File: src/rtl/pixel_filter.sv
// pixel_filter: streamed per-channel point operation (pass, negative, threshold, brightness).
// Input and output use valid/ready handshakes with a single registered output stage and
// 1-cycle latency. Frame controls (mode, thresh, offset) are captured on pixel 0 of each frame.
// Optional feature macro: PIXEL_FILTER_BRIGHT_EN builds the saturating brightness adder for
// mode 11; without it, mode 11 is a plain pass-through and offset_i is unused.
module pixel_filter #(
   parameter int unsigned CH_W      = 8,
   parameter int unsigned CH_N      = 3,
   parameter int unsigned FRAME_PIX = 65536,
   parameter int unsigned FCNT_W    = 16
) (
   input  logic                 clk,
   input  logic                 rst_n,
   input  logic                 en_i,
   input  logic [1:0]           mode_i,
   input  logic [CH_W-1:0]      thresh_i,
   input  logic [CH_W:0]        offset_i,
   input  logic                 in_valid_i,
   output logic                 in_ready_o,
   input  logic [CH_W*CH_N-1:0] pixel_in_i,
   output logic                 out_valid_o,
   input  logic                 out_ready_i,
   output logic [CH_W*CH_N-1:0] pixel_out_o,
   output logic                 out_last_o,
   output logic                 busy_o,
   output logic [FCNT_W-1:0]    frame_cnt_o
);

   localparam int unsigned     PixW    = CH_W * CH_N;
   localparam int unsigned     CntW    = $clog2(FRAME_PIX);
   localparam logic [CntW-1:0] LastIdx = CntW'(FRAME_PIX - 1);
   localparam logic [CH_W-1:0] MaxVal  = '1;

   typedef enum logic {StIdle, StActive} state_e;

   state_e              state_q;
   logic                busy_q;
   logic [CntW-1:0]     pix_cnt_q;
   logic [1:0]          mode_q;
   logic [CH_W-1:0]     thresh_q;
   logic                out_valid_q;
   logic                out_last_q;
   logic [PixW-1:0]     pixel_out_q;
   logic [FCNT_W-1:0]   frame_cnt_q;

   logic                in_ready;
   logic                in_acc;
   logic                first_pix;
   logic                last_pix;
   logic [1:0]          mode_eff;
   logic [CH_W-1:0]     thresh_eff;
   logic [CH_W-1:0]     ch;
   logic [CH_W-1:0]     res_ch;
   logic [PixW-1:0]     result;

`ifdef PIXEL_FILTER_BRIGHT_EN
   logic [CH_W:0]       offset_q;
   logic [CH_W:0]       offset_eff;
   logic [CH_W+1:0]     sum;
`else
   logic                unused_offset;
   assign unused_offset = ^offset_i;
`endif

   assign in_ready  = (state_q == StActive) && (!out_valid_q || out_ready_i);
   assign in_acc    = in_valid_i && in_ready;
   assign first_pix = (pix_cnt_q == '0);
   assign last_pix  = (pix_cnt_q == LastIdx);

   // Pixel 0 uses the live controls; the rest of the frame uses the captured copies.
   assign mode_eff   = first_pix ? mode_i   : mode_q;
   assign thresh_eff = first_pix ? thresh_i : thresh_q;
`ifdef PIXEL_FILTER_BRIGHT_EN
   assign offset_eff = first_pix ? offset_i : offset_q;
`endif

   // Per-channel point operation on the incoming pixel.
   always_comb begin
      result = '0;
      ch     = '0;
      res_ch = '0;
`ifdef PIXEL_FILTER_BRIGHT_EN
      sum    = '0;
`endif
      for (int i = 0; i < CH_N; i++) begin
         ch = pixel_in_i[i*CH_W +: CH_W];
         unique case (mode_eff)
            2'b00: res_ch = ch;
            2'b01: res_ch = MaxVal - ch;
            2'b10: res_ch = (ch >= thresh_eff) ? MaxVal : '0;
            2'b11: begin
`ifdef PIXEL_FILTER_BRIGHT_EN
               // Two's-complement add in CH_W+2 bits: MSB is the sign, next bit is overflow.
               sum = {2'b00, ch} + {offset_eff[CH_W], offset_eff};
               if (sum[CH_W+1]) begin
                  res_ch = '0;
               end else if (sum[CH_W]) begin
                  res_ch = MaxVal;
               end else begin
                  res_ch = sum[CH_W-1:0];
               end
`else
               res_ch = ch;
`endif
            end
         endcase
         result[i*CH_W +: CH_W] = res_ch;
      end
   end

   // Run-state FSM; leaves ACTIVE only when the last pixel of a frame is taken with en low.
   always_ff @(posedge clk or negedge rst_n) begin
      if (!rst_n) begin
         state_q <= StIdle;
         busy_q  <= 1'b0;
      end else begin
         unique case (state_q)
            StIdle: begin
               if (en_i) begin
                  state_q <= StActive;
                  busy_q  <= 1'b1;
               end
            end
            StActive: begin
               if (in_acc && last_pix && !en_i) begin
                  state_q <= StIdle;
                  busy_q  <= 1'b0;
               end
            end
         endcase
      end
   end

   // Pixel position within the frame and per-frame control capture.
   always_ff @(posedge clk or negedge rst_n) begin
      if (!rst_n) begin
         pix_cnt_q <= '0;
         mode_q    <= 2'b00;
         thresh_q  <= '0;
`ifdef PIXEL_FILTER_BRIGHT_EN
         offset_q  <= '0;
`endif
      end else if (in_acc) begin
         pix_cnt_q <= last_pix ? '0 : pix_cnt_q + CntW'(1);
         if (first_pix) begin
            mode_q   <= mode_i;
            thresh_q <= thresh_i;
`ifdef PIXEL_FILTER_BRIGHT_EN
            offset_q <= offset_i;
`endif
         end
      end
   end

   // Output stage: load on input accept, otherwise clear valid once downstream takes it.
   always_ff @(posedge clk or negedge rst_n) begin
      if (!rst_n) begin
         out_valid_q <= 1'b0;
         out_last_q  <= 1'b0;
         pixel_out_q <= '0;
      end else if (in_acc) begin
         out_valid_q <= 1'b1;
         out_last_q  <= last_pix;
         pixel_out_q <= result;
      end else if (out_ready_i) begin
         out_valid_q <= 1'b0;
      end
   end

   // Completed-frame counter, stepped when the last pixel leaves downstream.
   always_ff @(posedge clk or negedge rst_n) begin
      if (!rst_n) begin
         frame_cnt_q <= '0;
      end else if (out_valid_q && out_ready_i && out_last_q) begin
         frame_cnt_q <= frame_cnt_q + FCNT_W'(1);
      end
   end

   assign in_ready_o  = in_ready;
   assign out_valid_o = out_valid_q;
   assign out_last_o  = out_last_q;
   assign pixel_out_o = pixel_out_q;
   assign busy_o      = busy_q;
   assign frame_cnt_o = frame_cnt_q;

endmodule
File: config.mk
export PLATFORM = sky130hd
export DESIGN_NAME = pixel_filter
export DESIGN_NICKNAME = d
export VERILOG_FILES = /design/src/rtl/pixel_filter.sv
export SDC_FILE = /design/constraint.sdc
export NUM_CORES = 1
export LEC_CHECK = 0
export CAP_MARGIN = 10
export CORE_UTILIZATION = 30
export CTS_CLUSTER_DIAMETER = 40
export DETAILED_ROUTE_END_ITERATION = 8
export GPL_TIMING_DRIVEN = 0
export PLACE_DENSITY = 0.5
export REMOVE_ABC_BUFFERS = 1
export SLEW_MARGIN = 20
export SYNTH_ARGS = -nofsm -noshare
export SYNTH_HDL_FRONTEND = slang
export SYNTH_SLANG_ARGS = --single-unit
File: constraint.sdc
create_clock -name clk -period 3.8 [get_ports clk]
set_clock_uncertainty 0.2 [all_clocks]
set_input_delay 0.57 -clock clk [delete_from_list [all_inputs] [get_ports clk]]
set_output_delay 0.57 -clock clk [all_outputs]
set_load 0.01 [all_outputs]
==> impl_results.md, run 1 <==
- Antenna violations before repair: 0
- Yosys reg bits: 70
- Critical Path Start Type: register
- Die Width: 117 um
- Compound-Gate Fraction of Synth Area: 0.193
- Prevailing post-synth register cell: dfrtp_1
- WHS Endpoint: busy_o$_DFFE_PN0P_
- Vias per cell: 5.19
- Worst setup path category: reg2reg
- Routed Antenna Nets: 0
- Worst setup startpoint: pix_cnt_q[0]$_DFFE_PN0P_
- Placer Congestion: 0.776
- Post-synthesis simple-gate area fraction: 0.169
- Type of the tightest min-delay check: reg2reg
- Global-route usage over all layers: 0.171
- Die area: 13800 sq um
- Yosys top cell area share: 0.438
- Root Buffer: clkbuf_16
- Pin count of the biggest net entering global routing: 53
- CP Buf/Inv Count: 2
- Worst path max stage delay: 0.64 ns
- Final HPWL DP: 7.76 mm
- Final hold slack: 0.272 ns
- XOR/XNOR Fraction of Synth Area: 0.0569
- R2R cell count: 13
- Library cells used by synthesis: 48
- Critical path arrival: 3.82 ns
- Static leakage: 2.41 nW
- Max rail drop VDD: 247 uV
- Vias in the first global route: 3560
- Min-delay src: state_q$_DFF_PN0_
- Maximum level of the CTS H-tree: 3
- Dominant cells by area after synthesis: dfrtp_1 44%, ha_1 7.2%, nand2_1 4.9%
- Remaining Overflow, GRT: 0
- Area occupied by multi-input gates: 2350 sq um
- Wire per inst: 16.6 um
- Met1 Resource Use GR: 0.212
- Initial core utilization: 0.312
- Max FO, Critical Path: 8
- PwrDens: 379 nW/um^2
- Max Slew Vio Count: 0
- Pre-CTS setup slack: -1.07 ns
- Slew HR: 0.470
- Failing checks: negative setup slack
- Crit-path cells: inv_2 > ha_4 > or4b_4 > or4_4 > mux2i_4 > buf_6 > ha_4 > and4_4 > or3_1 > o211ai_1 > and2_1 > a31o_4 > o221ai_2
- Initial drt markers: 178
- Gr busiest metal: met2
- Critical Path Slowest Stage Cell: or4_4
- Global-route wire length before repair: 18.5 mm
- Leading area contributor after synthesis: dfrtp_1
- RSZ-0062 raised after global routing: yes
- WP data required: 3.81 ns
- N_diodes: 0
- Most frequent cell after synthesis: dfrtp_1
- Min Tclk post-route: 3.81 ns
- Drt pass-1 iters: 4
- Met3 usage: 0.0596
- Clk slew on worst S/H paths: 0.06 ns
- Routed vias: 3557
- Site Rows: 41
- Total of max-cap violations: 0
- Core area: 12800 sq um
- Post-synth EDFFs: 0
- Largest family of logic cells by synthesized area: compound AO/OA/AOI/OAI gates
- FF/Latch Area: 1750 sq um
- CTS Buf Count: 9
- RR Startpoint: pix_cnt_q[0]$_DFFE_PN0P_
- Overall Power: 2.17 mW
- Register area share after synthesis: 0.438
- Worst slew pin tran: 0.787 ns
- Hold Vio Cnt, Final: 0
- Setup ws final: -0.0113 ns
- Met2 Use GR: 0.283
- Die height: 117 um
- Worst hold path depth: 1
- Final setup violating endpoints: 1
- Synth async-reset ratio: 1.00
- Number of nets in the layout: 580
- CTS tree: built
- Critical Path End Type: register
- Fmax: 262 MHz
- Post-synth top cells: 70 x dfrtp_1, 52 x nand2_1, 23 x ha_1, 22 x a32oi_1, 21 x o21ai_0
- Period utilization: 1.00
- Drt drc: 0
- Clock Latency Late Sink: 0.34 ns
- Post-Syn Area: 4000 sq um
- Synth Area per Inst: 9.83 sq um
- Sink Count: 70
- WL final: 11.4 mm
- Status: finished, violations left
- Number of port buffers: 82
- Max clock buf depth: 2
- Setup TNS: -0.0113 ns
- Share of cells above drive strength 1: 0.158
- Top cell by count, worst path: ha_4
- Post-synthesis cell count: 407
- Area growth from synthesis to layout: 43.1%
- CP top delay family: simple AND/OR/NAND/NOR gates
- Capture point of the worst reg-to-reg path: pixel_out_o[18]$_DFFE_PN0P_
- Reg2reg setup slack: -0.01 ns
- Filler Cell Count: 1254
- Number of placed I/O pins: 92
- YS warnings: 0
- Mux cell area share after synthesis: 0.0231
- Adder-cell share of the synthesized area: 0.0869
metal layers:
layer	wire length, um	vias up
li1	-	1720
met1	5170	1737
met2	5420	92
met5	0	-
met3	725	8
met4	88	0
how the worst max path moves through the flow:
stage / to / slack (ns) / cells after the start
finish: pixel_out_o[18]$_DFFE_PN0P_ / -0.01 / 13
global route: pixel_out_o[18]$_DFFE_PN0P_ / -0.15 / 13
floorplan: pixel_out_o[18]$_DFFE_PN0P_ / -0.11 / 11
CTS: pixel_out_o[0]$_DFFE_PN0P_ / 0.0004 / 11
global placement: pixel_out_o[15]$_DFFE_PN0P_ / -1.31 / 6
detailed placement: pixel_out_o[18]$_DFFE_PN0P_ / -1.07 / 11
stage by stage:
step	utilization	instance area, sq um	instances
after floorplan	-	3930	391
after global placement	0.387	4970	645
after detailed placement	0.393	5040	649
after CTS	0.428	5490	670
after global routing	0.447	5730	686
final	0.447	5730	686
flip-flops by register name, summed over array words and instances, names as in the netlist:
name and flops:
pixel_out_o 24, out_last_o 1, mode_q 2, busy_o 1
out_valid_o 1, thresh_q 8, frame_cnt_o 16, pix_cnt_q 16
state_q 1
final cells by class:
cell class | instances | share of cell area
well taps | 172 | 0.0376
repair buffers | 104 | 0.183
clock inverters | 6 | 0.0109
flip-flops and latches | 70 | 0.306
inverters | 18 | 0.0118
multi-input cells | 306 | 0.411
clock buffers | 10 | 0.0400
where the power goes:
group / switching (mW) / internal, mW
Sequential: 0.0628 / 0.813
Combinational: 0.219 / 0.241
Clock: 0.326 / 0.507
Total: 0.608 / 1.56
placed cells by master (no fill, tap or decap), drive strengths merged, types with 5 or more instances in the layout:
| master | instances |
|---|---|
| a221oi | 14 |
| inv | 18 |
| clkinv | 5 |
| and2 | 12 |
| a32oi | 22 |
| o21ai | 28 |
| mux2i | 7 |
| clkbuf | 10 |
| o211ai | 5 |
| xnor2 | 17 |
| nand3 | 13 |
| and3 | 5 |
| and4 | 5 |
| buf | 22 |
| nor2 | 18 |
| nand2 | 52 |
| maj3 | 6 |
| clkdlybuf4s50 | 81 |
| nand4 | 5 |
| ha | 23 |
| a21oi | 6 |
| dfrtp | 70 |
| nor3 | 10 |
| xor2 | 9 |
| o21a | 5 |
logic make-up after synthesis:
| group | count (synthesis) |
|---|---|
| flops | 70 |
| xor+xnor | 26 |
| mux | 9 |
| buf+inv | 34 |
| compound gates | 103 |
| simple gates | 136 |
| fa+ha+maj | 29 |
timing repair:
item / in CTS / in global routing
pin swaps: 3 / 22
gates cloned: 1 / 2
hold endpoints to repair: 18 / 0
setup endpoints to repair: 24 / 24
buffers inserted: 3 / 14
hold buffers: 1 / 0
resized for setup: 19 / 29
No activity file was read; power rests on OpenSTA's default activity.
==> run 2, diff against run 1 <==
GPL_ROUTABILITY_DRIVEN = 1   (was not set)
==> results of run 2 <==
Final layout, timing and power as in run 1 (identical DEF).
